<file path="src/rtl/dlx_pkg.sv">
`default_nettype none
// ============================================================================
// Package  : dlx_pkg
// Purpose  : Shared constants and types for the DLX execute-stage issue logic:
//            opcode/func codes, ALU select encodings, default widths.
// Revision : 1.0 - initial release
// ============================================================================
package dlx_pkg;

  localparam int DW_DEFAULT = 32;
  localparam int RW_DEFAULT = 5;

  // Primary opcodes
  localparam logic [5:0] OP_RTYPE = 6'h00;
  localparam logic [5:0] OP_ADDI  = 6'h08;
  localparam logic [5:0] OP_ADDUI = 6'h09;
  localparam logic [5:0] OP_SUBI  = 6'h0A;
  localparam logic [5:0] OP_SUBUI = 6'h0B;
  localparam logic [5:0] OP_SEQI  = 6'h18;
  localparam logic [5:0] OP_SNEI  = 6'h19;
  localparam logic [5:0] OP_SLTI  = 6'h1A;
  localparam logic [5:0] OP_SGTI  = 6'h1B;
  localparam logic [5:0] OP_SLEI  = 6'h1C;
  localparam logic [5:0] OP_SGEI  = 6'h1D;

  // R-type function codes
  localparam logic [5:0] FN_ADD  = 6'h20;
  localparam logic [5:0] FN_ADDU = 6'h21;
  localparam logic [5:0] FN_SUB  = 6'h22;
  localparam logic [5:0] FN_SUBU = 6'h23;
  localparam logic [5:0] FN_SEQ  = 6'h28;
  localparam logic [5:0] FN_SNE  = 6'h29;
  localparam logic [5:0] FN_SLT  = 6'h2A;
  localparam logic [5:0] FN_SGT  = 6'h2B;
  localparam logic [5:0] FN_SLE  = 6'h2C;
  localparam logic [5:0] FN_SGE  = 6'h2D;

  // ALU select lines {sel4,sel3,sel2,sel1,sel0}
  localparam logic [4:0] SEL_ADD = 5'b00000;
  localparam logic [4:0] SEL_SUB = 5'b11000;
  localparam logic [4:0] SEL_SEQ = 5'b10000;
  localparam logic [4:0] SEL_SNE = 5'b10001;
  localparam logic [4:0] SEL_SLT = 5'b10010;
  localparam logic [4:0] SEL_SGT = 5'b10011;
  localparam logic [4:0] SEL_SLE = 5'b10100;
  localparam logic [4:0] SEL_SGE = 5'b10110;

  // Decoded control bundle produced from opcode/func
  typedef struct packed {
    logic [4:0] sel;
    logic       imm_zext;
    logic       use_imm;
    logic       chk_ovf;
    logic       illegal;
  } dec_t;

endpackage
`default_nettype wire

</file>
<file path="src/rtl/dlx_alu_dec.sv">
`default_nettype none
// ============================================================================
// Module   : dlx_alu_dec
// Purpose  : Combinational opcode/func decode into ALU select and operand
//            control. Unsupported encodings fall back to ADD and flag illegal.
// Revision : 1.0 - initial release
// ============================================================================
module dlx_alu_dec import dlx_pkg::*; (
  input  logic [5:0] opcode_i,
  input  logic [5:0] func_i,
  output dec_t       dec_o
);

  // Decode instruction fields; defaults describe a plain register ADD
  always_comb begin
    dec_o          = '0;
    dec_o.sel      = SEL_ADD;
    if (opcode_i == OP_RTYPE) begin
      unique case (func_i)
        FN_ADD:  dec_o.chk_ovf = 1'b1;
        FN_ADDU: dec_o.sel     = SEL_ADD;
        FN_SUB:  begin dec_o.sel = SEL_SUB; dec_o.chk_ovf = 1'b1; end
        FN_SUBU: dec_o.sel     = SEL_SUB;
        FN_SEQ:  dec_o.sel     = SEL_SEQ;
        FN_SNE:  dec_o.sel     = SEL_SNE;
        FN_SLT:  dec_o.sel     = SEL_SLT;
        FN_SGT:  dec_o.sel     = SEL_SGT;
        FN_SLE:  dec_o.sel     = SEL_SLE;
        FN_SGE:  dec_o.sel     = SEL_SGE;
        default: dec_o.illegal = 1'b1;
      endcase
    end else begin
      // Every non-R-type op, legal or not, takes its second operand from imm16
      dec_o.use_imm = 1'b1;
      unique case (opcode_i)
        OP_ADDI:  dec_o.chk_ovf = 1'b1;
        OP_ADDUI: dec_o.imm_zext = 1'b1;
        OP_SUBI:  begin dec_o.sel = SEL_SUB; dec_o.chk_ovf = 1'b1; end
        OP_SUBUI: begin dec_o.sel = SEL_SUB; dec_o.imm_zext = 1'b1; end
        OP_SEQI:  dec_o.sel = SEL_SEQ;
        OP_SNEI:  dec_o.sel = SEL_SNE;
        OP_SLTI:  dec_o.sel = SEL_SLT;
        OP_SGTI:  dec_o.sel = SEL_SGT;
        OP_SLEI:  dec_o.sel = SEL_SLE;
        OP_SGEI:  dec_o.sel = SEL_SGE;
        default:  dec_o.illegal = 1'b1;
      endcase
    end
  end

endmodule
`default_nettype wire

</file>
<file path="src/rtl/dlx_ex_issue.sv">
`default_nettype none
// ============================================================================
// Module   : dlx_ex_issue
// Purpose  : Execute-stage wrapper around the external arithmetic ALU.
//            S1 registers operands/select toward the ALU, S2 captures the
//            ALU result for EX/MEM. Valid/ready on both sides, plus flush.
// Revision : 1.0 - initial release
// ============================================================================
module dlx_ex_issue import dlx_pkg::*; #(
  parameter int DW = DW_DEFAULT,
  parameter int RW = RW_DEFAULT
) (
  input  logic          clk,
  input  logic          rst_n,
  input  logic          flush,
  input  logic          in_valid,
  output logic          in_ready,
  input  logic [5:0]    opcode,
  input  logic [5:0]    func,
  input  logic [DW-1:0] rs1_val,
  input  logic [DW-1:0] rs2_val,
  input  logic [15:0]   imm16,
  input  logic [RW-1:0] rd,
  output logic [DW-1:0] alu_in1,
  output logic [DW-1:0] alu_in2,
  output logic [4:0]    alu_sel,
  input  logic [DW-1:0] alu_out,
  input  logic          alu_overflow,
  output logic          out_valid,
  input  logic          out_ready,
  output logic [DW-1:0] out_result,
  output logic [RW-1:0] out_rd,
  output logic          out_overflow,
  output logic          out_illegal
);

  dec_t          w_dec;
  logic [DW-1:0] w_imm_ext;
  logic          w_s2_free;
  logic          w_accept;
  logic          w_xfer;

  // S1: operands and select presented to the ALU
  logic          s1_valid_q, s1_valid_d;
  logic [DW-1:0] s1_in1_q,   s1_in1_d;
  logic [DW-1:0] s1_in2_q,   s1_in2_d;
  logic [4:0]    s1_sel_q,   s1_sel_d;
  logic [RW-1:0] s1_rd_q,    s1_rd_d;
  logic          s1_chk_q,   s1_chk_d;
  logic          s1_ill_q,   s1_ill_d;

  // S2: EX/MEM output register
  logic          s2_valid_q, s2_valid_d;
  logic [DW-1:0] s2_res_q,   s2_res_d;
  logic [RW-1:0] s2_rd_q,    s2_rd_d;
  logic          s2_ovf_q,   s2_ovf_d;
  logic          s2_ill_q,   s2_ill_d;

  dlx_alu_dec u_dec (
    .opcode_i (opcode),
    .func_i   (func),
    .dec_o    (w_dec)
  );

  assign w_imm_ext = w_dec.imm_zext ? {{(DW-16){1'b0}}, imm16}
                                    : {{(DW-16){imm16[15]}}, imm16};

  assign w_s2_free = !s2_valid_q || out_ready;
  assign in_ready  = !s1_valid_q || w_s2_free;
  assign w_accept  = in_valid && in_ready;
  assign w_xfer    = s1_valid_q && w_s2_free;

  // Next-state for both stages; flush overrides only the valid bits
  always_comb begin
    s1_valid_d = s1_valid_q;
    s1_in1_d   = s1_in1_q;
    s1_in2_d   = s1_in2_q;
    s1_sel_d   = s1_sel_q;
    s1_rd_d    = s1_rd_q;
    s1_chk_d   = s1_chk_q;
    s1_ill_d   = s1_ill_q;
    s2_valid_d = s2_valid_q;
    s2_res_d   = s2_res_q;
    s2_rd_d    = s2_rd_q;
    s2_ovf_d   = s2_ovf_q;
    s2_ill_d   = s2_ill_q;

    if (w_accept) begin
      s1_valid_d = 1'b1;
      s1_in1_d   = rs1_val;
      s1_in2_d   = w_dec.use_imm ? w_imm_ext : rs2_val;
      s1_sel_d   = w_dec.sel;
      s1_rd_d    = rd;
      s1_chk_d   = w_dec.chk_ovf;
      s1_ill_d   = w_dec.illegal;
    end else if (w_xfer) begin
      s1_valid_d = 1'b0;
    end

    if (w_xfer) begin
      s2_valid_d = 1'b1;
      s2_res_d   = alu_out;
      s2_rd_d    = s1_rd_q;
      s2_ovf_d   = s1_chk_q && alu_overflow;
      s2_ill_d   = s1_ill_q;
    end else if (out_ready) begin
      s2_valid_d = 1'b0;
    end

    if (flush) begin
      s1_valid_d = 1'b0;
      s2_valid_d = 1'b0;
    end
  end

  // Pipeline registers with synchronous active-low clear
  always_ff @(posedge clk) begin
    if (!rst_n) begin
      s1_valid_q <= 1'b0;
      s1_in1_q   <= '0;
      s1_in2_q   <= '0;
      s1_sel_q   <= SEL_ADD;
      s1_rd_q    <= '0;
      s1_chk_q   <= 1'b0;
      s1_ill_q   <= 1'b0;
      s2_valid_q <= 1'b0;
      s2_res_q   <= '0;
      s2_rd_q    <= '0;
      s2_ovf_q   <= 1'b0;
      s2_ill_q   <= 1'b0;
    end else begin
      s1_valid_q <= s1_valid_d;
      s1_in1_q   <= s1_in1_d;
      s1_in2_q   <= s1_in2_d;
      s1_sel_q   <= s1_sel_d;
      s1_rd_q    <= s1_rd_d;
      s1_chk_q   <= s1_chk_d;
      s1_ill_q   <= s1_ill_d;
      s2_valid_q <= s2_valid_d;
      s2_res_q   <= s2_res_d;
      s2_rd_q    <= s2_rd_d;
      s2_ovf_q   <= s2_ovf_d;
      s2_ill_q   <= s2_ill_d;
    end
  end

  assign alu_in1      = s1_in1_q;
  assign alu_in2      = s1_in2_q;
  assign alu_sel      = s1_sel_q;
  assign out_valid    = s2_valid_q;
  assign out_result   = s2_res_q;
  assign out_rd       = s2_rd_q;
  assign out_overflow = s2_ovf_q;
  assign out_illegal  = s2_ill_q;

endmodule
`default_nettype wire

</file>
<file path="config.mk">
export PLATFORM = sky130hd
export DESIGN_NAME = dlx_ex_issue
export DESIGN_NICKNAME = d
export VERILOG_FILES = /design/src/rtl/dlx_pkg.sv /design/src/rtl/dlx_alu_dec.sv /design/src/rtl/dlx_ex_issue.sv
export SDC_FILE = /design/constraint.sdc
export NUM_CORES = 1
export LEC_CHECK = 0
export CAP_MARGIN = 25
export CORE_ASPECT_RATIO = 1.75
export CORE_MARGIN = 3
export CORE_UTILIZATION = 42
export CTS_CLUSTER_DIAMETER = 50
export DETAILED_ROUTE_END_ITERATION = 12
export PLACE_DENSITY = 0.85
export SLEW_MARGIN = 20
export SYNTH_ARGS = -nofsm -noshare
export SYNTH_HDL_FRONTEND = slang
export SYNTH_SLANG_ARGS = --single-unit
</file>
<file path="constraint.sdc">
create_clock -name clk -period 3.25 [get_ports clk]
set_input_delay 0.65 -clock clk [delete_from_list [all_inputs] [get_ports clk]]
set_output_delay 0.65 -clock clk [all_outputs]
set_load 0.03 [all_outputs]
</file>
==> results.toml, run 1 <==
[critical_path]
cp-end-kind = "primary output"
cp_num_buf_inv = 2
rr_startpoint = "out_valid"
crit_slowest_cell = "clkdlybuf4s50_1"
cp_max_fo = 3
worstPathRequired_ns = 2.60
crit_chain = "clkdlybuf4s50_1, nand3b_1, clkdlybuf4s50_1"
critPathTopFamily = "buffers and inverters"
startpoint_type = "primary input"
critical_path.startpoint = "out_ready"
crit_type = "primary input to primary output"
arrival_ns = 2.05
crit_top_cell = "clkdlybuf4s50_1"
max_stage_delay_ns = 0.70

[synth]
synth_nets = 699
synth_edf_count = 0
postSynth.asyncResetShare_pct = 0
yosysWarnings = 0
synth-seq-cells = 117
syn_inst = 564
synth.avg_cell_area_um2 = 8.084
ys_types = 28
ys_seq_area_share_pct = 51.37
syn_area_um2 = 4559
synth_ff_type = "dfxtp_1"

[cells_and_area]
drive_gt1_share_pct = 5.941
finish.instance_area_um2 = 7776
layout.cells.most_common = "clkdlybuf4s50_1"
fin_cells = 935
n_fill_cell = 751
diodes = 0
area_growth_pct = 70.55
nets = 930
final_cell_mix = "243 x clkdlybuf4s50_1, 204 x nand2_1, 117 x dfxtp_1"

[sta]
tightest_slew_ns = 0.7039
relSlewSlack_pct = 53.07
setup-tns-final_ns = 0
rsz0062_at_grt = "no"
period_share_pct = 83.13
setup_viol = 0
finalClockSkew_ns = 0.009830
final-hold-violation-count = 0
finalCriticalPeriod_ns = 2.702
max_freq_mhz = 370.2
drv_slew = 0

[global_route]
grt_max_degree = 74
antenna_found_initial = 0
grt_use_total_pct = 24.62
grt_pass1_wl_mm = 23.93
overflow = 0
first_global_vias = 4848

[routing]
drtPass1Iterations = 7
drtIter0Drc = 222
vias = 4804
wl_per_cell_um = 16.22
drt.antenna.violating_nets = 0
viasPerCell = 5.138
drc = 0
wirelength_mm = 15.16

[floorplan]
fp.dieW_um = 84.76
num_rows = 49
die_h_um = 143.8
start_util_pct = 43.75
coreArea_um2 = 10420
dieArea_um2 = 12190
ioPinCount = 245

[placement]
dp.cells = 903
hpwl_mm = 10.77
port_buffers = 244
post_dp_cell_area_um2 = 7113
place_congestion = 0.8744

[cts]
cts_tree = "yes"
cts_buffers = 17
cts_hold_buf = 0
cts_max_level = 4
clk_path_buf_depth = 2
clk_latency_ns = 0.41
cts_sinks = 117
cts_setup_buffers = 0
cts.reportedPaths.clkPinSlew_ns = 0.06
cts_resized = 0
cts_root_buffer = "clkbuf_16"

[power]
p_leak_nw = 2.871
ir_drop_mv = 0.3955
powerDensity_nw_per_um2 = 544.6

[worst_hold_path]
min_path_type = "register to register"
hold_path_startpoint = "out_result[21]"

[run_status]
outcome = "completed"

[job]
maxCapViolCount = 0
-- layout make-up --
type / count / area, um^2 / area share (%)
Timing Repair Buffer: 254 / 2550 / 32.79
Sequential cell: 117 / 2342 / 30.12
Multi-Input combinational cell: 401 / 2047 / 26.32
Clock buffer: 18 / 439.2 / 5.648
Clock inverter: 14 / 224.0 / 2.880
Tap cell: 127 / 158.9 / 2.043
Inverter: 4 / 15.01 / 0.1931
-- per-layer routing --
layer	global-route usage, %	part of all wire (%)	vias up
met5	0	0	-
met4	9.758	2.3	0
met3	7.344	7.4	26
met2	45.15	53	235
met1	26.11	37	2196
li1	-	-	2347
-- logic make-up (layout without fill, tap and decap cells) --
kind of cell           after synthesis  after routing  share of synthesized area, %
and+or+nand+nor                    234            234                         20.97
AOI/OAI and AO/OA                  166            166                         23.30
DFF                                117            117                         51.37
buffers and inverters               46            290                         4.144
muxes                                1              1                        0.2195
-- flip-flops by register name, summed over array words and instances, names as in the netlist, 5 cells and up --
signal	flops
alu_sel	5
out_result	32
s1_rd_q	5
out_rd	5
alu_in1	32
alu_in2	32
-- tightest hold or removal path, delay by kind of cell (launching register included) --
| kind | cells | cell delay, ns |
|---|---|---|
| simple gates | 1 | 0.04 |
| flops | 1 | 0.31 |
| compound gates | 1 | 0.06 |
-- power breakdown --
part	switching, W	internal, W	leakage [nW]
Sequential	0.0000374	0.00151	0.962
Combinational	0.000312	0.000315	1.59
Clock	0.000673	0.00139	0.321
Total	0.00102	0.00321	2.87
-- Yosys cell counts, drive strengths merged, types with 2 or more instances --
cell | instances | area (um^2)
nor2b | 3 | 18.77
a21oi | 25 | 125.1
a31oi | 21 | 131.4
dfxtp | 117 | 2342
clkbuf | 39 | 146.4
inv | 4 | 15.01
or3 | 2 | 17.52
buf | 3 | 27.52
nand3 | 2 | 10.01
o21ai | 39 | 195.2
or4 | 2 | 18.77
nand2 | 204 | 765.7
nor2 | 6 | 22.52
nand3b | 4 | 30.03
nand2b | 6 | 37.54
nor3 | 2 | 10.01
a21boi | 77 | 578.1
-- stage by stage --
| stage | setup slack [ns] | util (%) | total power [W] | hold WS [ns] |
|---|---|---|---|---|
| global placement | 0.3448 | 68.25 | 0.002185 | 0.4448 |
| CTS | 0.5413 | 74.61 | 0.004262 | 0.4647 |
| global route | 0.5262 | 74.61 | 0.004376 | 0.4801 |
| detailed placement | 0.2757 | 68.25 | 0.002199 | 0.4561 |
| floorplan | 0.8343 | - | 0.001846 | 0.4412 |
| finish | 0.5484 | 74.61 | 0.004235 | 0.4637 |
-- worst paths after layout --
path / to / slack (ns) / cells after the start
worst max-delay path: in_ready / 0.55 / 3
worst min-delay path: out_result[21] / 0.46 / 2
worst max register to register: out_result[15] / 1.40 / 5
worst min register to register: out_result[21] / 0.46 / 2
Note: power is estimated with default switching activity, not from simulation.
==> run 2, diff against run 1 <==
--- a/config.mk
+++ b/config.mk
@@ -8,10 +8,10 @@
 export CAP_MARGIN = 25
 export CORE_ASPECT_RATIO = 1.75
 export CORE_MARGIN = 3
-export CORE_UTILIZATION = 42
+export CORE_UTILIZATION = 35
 export CTS_CLUSTER_DIAMETER = 50
 export DETAILED_ROUTE_END_ITERATION = 12
-export PLACE_DENSITY = 0.85
+export PLACE_DENSITY = 0.76
 export SLEW_MARGIN = 20
 export SYNTH_ARGS = -nofsm -noshare
 export SYNTH_HDL_FRONTEND = slang
==> constraint.sdc (replaced) <==
create_clock -name clk -period 2.35 [get_ports clk]
set_input_delay 0.47 -clock clk [delete_from_list [all_inputs] [get_ports clk]]
set_output_delay 0.47 -clock clk [all_outputs]
set_load 0.03 [all_outputs]
==> results.toml, run 2 (synthesis gave the netlist of run 1 again) <==
[global_route]
antenna_found_initial = 0
overflow = 0
grt_max_degree = 118
grt_use_total_pct = 19.89
grt_pass1_wl_mm = 23.07
first_global_vias = 4840

[cts]
cts_hold_buf = 0
cts_setup_buffers = 0
cts.reportedPaths.clkPinSlew_ns = 0.05
cts_tree = "yes"
cts_buffers = 17
cts_root_buffer = "clkbuf_16"
clk_path_buf_depth = 2
cts_sinks = 117
clk_latency_ns = 0.40
cts_resized = 0
cts_max_level = 4

[floorplan]
die_h_um = 157.0
ioPinCount = 245
dieArea_um2 = 14490
coreArea_um2 = 12630
num_rows = 54
fp.dieW_um = 92.28
start_util_pct = 36.09

[routing]
wl_per_cell_um = 14.81
drc = 0
viasPerCell = 4.851
drt.antenna.violating_nets = 0
vias = 4773
wirelength_mm = 14.58
drtPass1Iterations = 5
drtIter0Drc = 130

[sta]
max_freq_mhz = 434.7
fin_hold_ws_ns = 0.4575
finalCriticalPeriod_ns = 2.300
tightest_slew_ns = 0.5911
setup_slack_ns = 0.04952
finalClockSkew_ns = 0.007998
relSlewSlack_pct = 60.42
rsz0062_at_grt = "no"
setup_viol = 0
period_share_pct = 97.89
final-hold-violation-count = 0
drv_slew = 0

[placement]
place_congestion = 0.8542
port_buffers = 244
preCtsSetupSlack_ns = -0.1960
hpwl_mm = 10.88

[job]
maxCapViolCount = 0

[worst_hold_path]
min_to = "out_overflow"
hold_path_startpoint = "out_overflow"
min_path_type = "register to register"
min_path_cells = 2

[critical_path]
crit_type = "primary input to primary output"
ff2ff_setup_slack_ns = 0.73
cp-end-kind = "primary output"
r2r_cells = 5
rr_startpoint = "out_valid"
worstPathRequired_ns = 1.88
startpoint_type = "primary input"
cp_max_fo = 3
arrival_ns = 1.83
reg2reg_to = "out_result[28]"

[power]
powerDensity_nw_per_um2 = 706.6
ir_drop_mv = 0.4686
p_leak_nw = 2.871

[cells_and_area]
layout.cells.most_common = "clkdlybuf4s50_1"
drive_gt1_share_pct = 6.863
area_growth_pct = 71.98
final_cell_mix = "243 x clkdlybuf4s50_1, 204 x nand2_1, 117 x dfxtp_1"
diodes = 0
fin_util_pct = 62.06
nets = 938

[run_status]
outcome = "completed"
-- run 2: worst max-delay path by stage --
stage          cells after the start  startpoint  slack [ns]     endpoint
2_1_floorplan                      6   opcode[2]        0.11  alu_in2[21]
3_3_place_gp                       5   opcode[4]       -0.16   alu_sel[2]
3_5_place_dp                       5   opcode[4]       -0.20   alu_sel[2]
4_1_cts                            3   out_ready        0.06     in_ready
5_1_grt                            3   out_ready        0.02     in_ready
6_report                           3   out_ready        0.05     in_ready
-- run 2: layout make-up --
cell class,instances,area (um^2)
clock inverter,14,152.6
timing repair buffer,262,2635
tap,168,210.2
multi-input combinational,401,2047
fill,1108,4793
sequential,117,2342
inverter,4,15.01
clock buffer,18,439.2
-- run 2: worst max-delay path, cell delays in order --
cell and delay, ns:
clkdlybuf4s50_1 0.49, nand3b_1 0.17, clkdlybuf4s50_1 0.70
-- run 2: stage by stage --
stage          setup TNS (ns)  cell area [um^2]  total power, W  instances
2_1_floorplan               0              4559        0.002553        564
3_3_place_gp           -1.580              7249        0.003036        952
3_5_place_dp           -1.954              7249        0.003055        952
4_1_cts                     0              7841        0.005600        984
5_1_grt                     0              7841        0.005756        984
6_report                    0              7841        0.005541        984
-- run 2: routing by layer --
metal | share of wire, % | vias up | track usage (%)
met1 | 36 | 2191 | 19.75
li1 | - | 2361 | -
met5 | 0 | - | 0
met2 | 55 | 194 | 38.11
met3 | 6.4 | 27 | 4.926
met4 | 2.8 | 0 | 9.426
-- run 2: power by group --
group / leakage (nW) / switching [W] / internal, W / total, W
Combinational: 1.63 / 0.000428 / 0.000446 / 0.000873
Clock: 0.279 / 0.000934 / 0.00160 / 0.00253
Sequential: 0.962 / 0.0000516 / 0.00209 / 0.00214
==> run 3, diff against run 2 <==
--- a/config.mk
+++ b/config.mk
@@ -11,6 +11,7 @@
 export CORE_UTILIZATION = 35
 export CTS_CLUSTER_DIAMETER = 50
 export DETAILED_ROUTE_END_ITERATION = 12
+export GPL_ROUTABILITY_DRIVEN = 0
 export PLACE_DENSITY = 0.76
 export SLEW_MARGIN = 20
 export SYNTH_ARGS = -nofsm -noshare
==> results of run 3 <==
No change in the layout: final DEF, timing and power equal those of run 2.
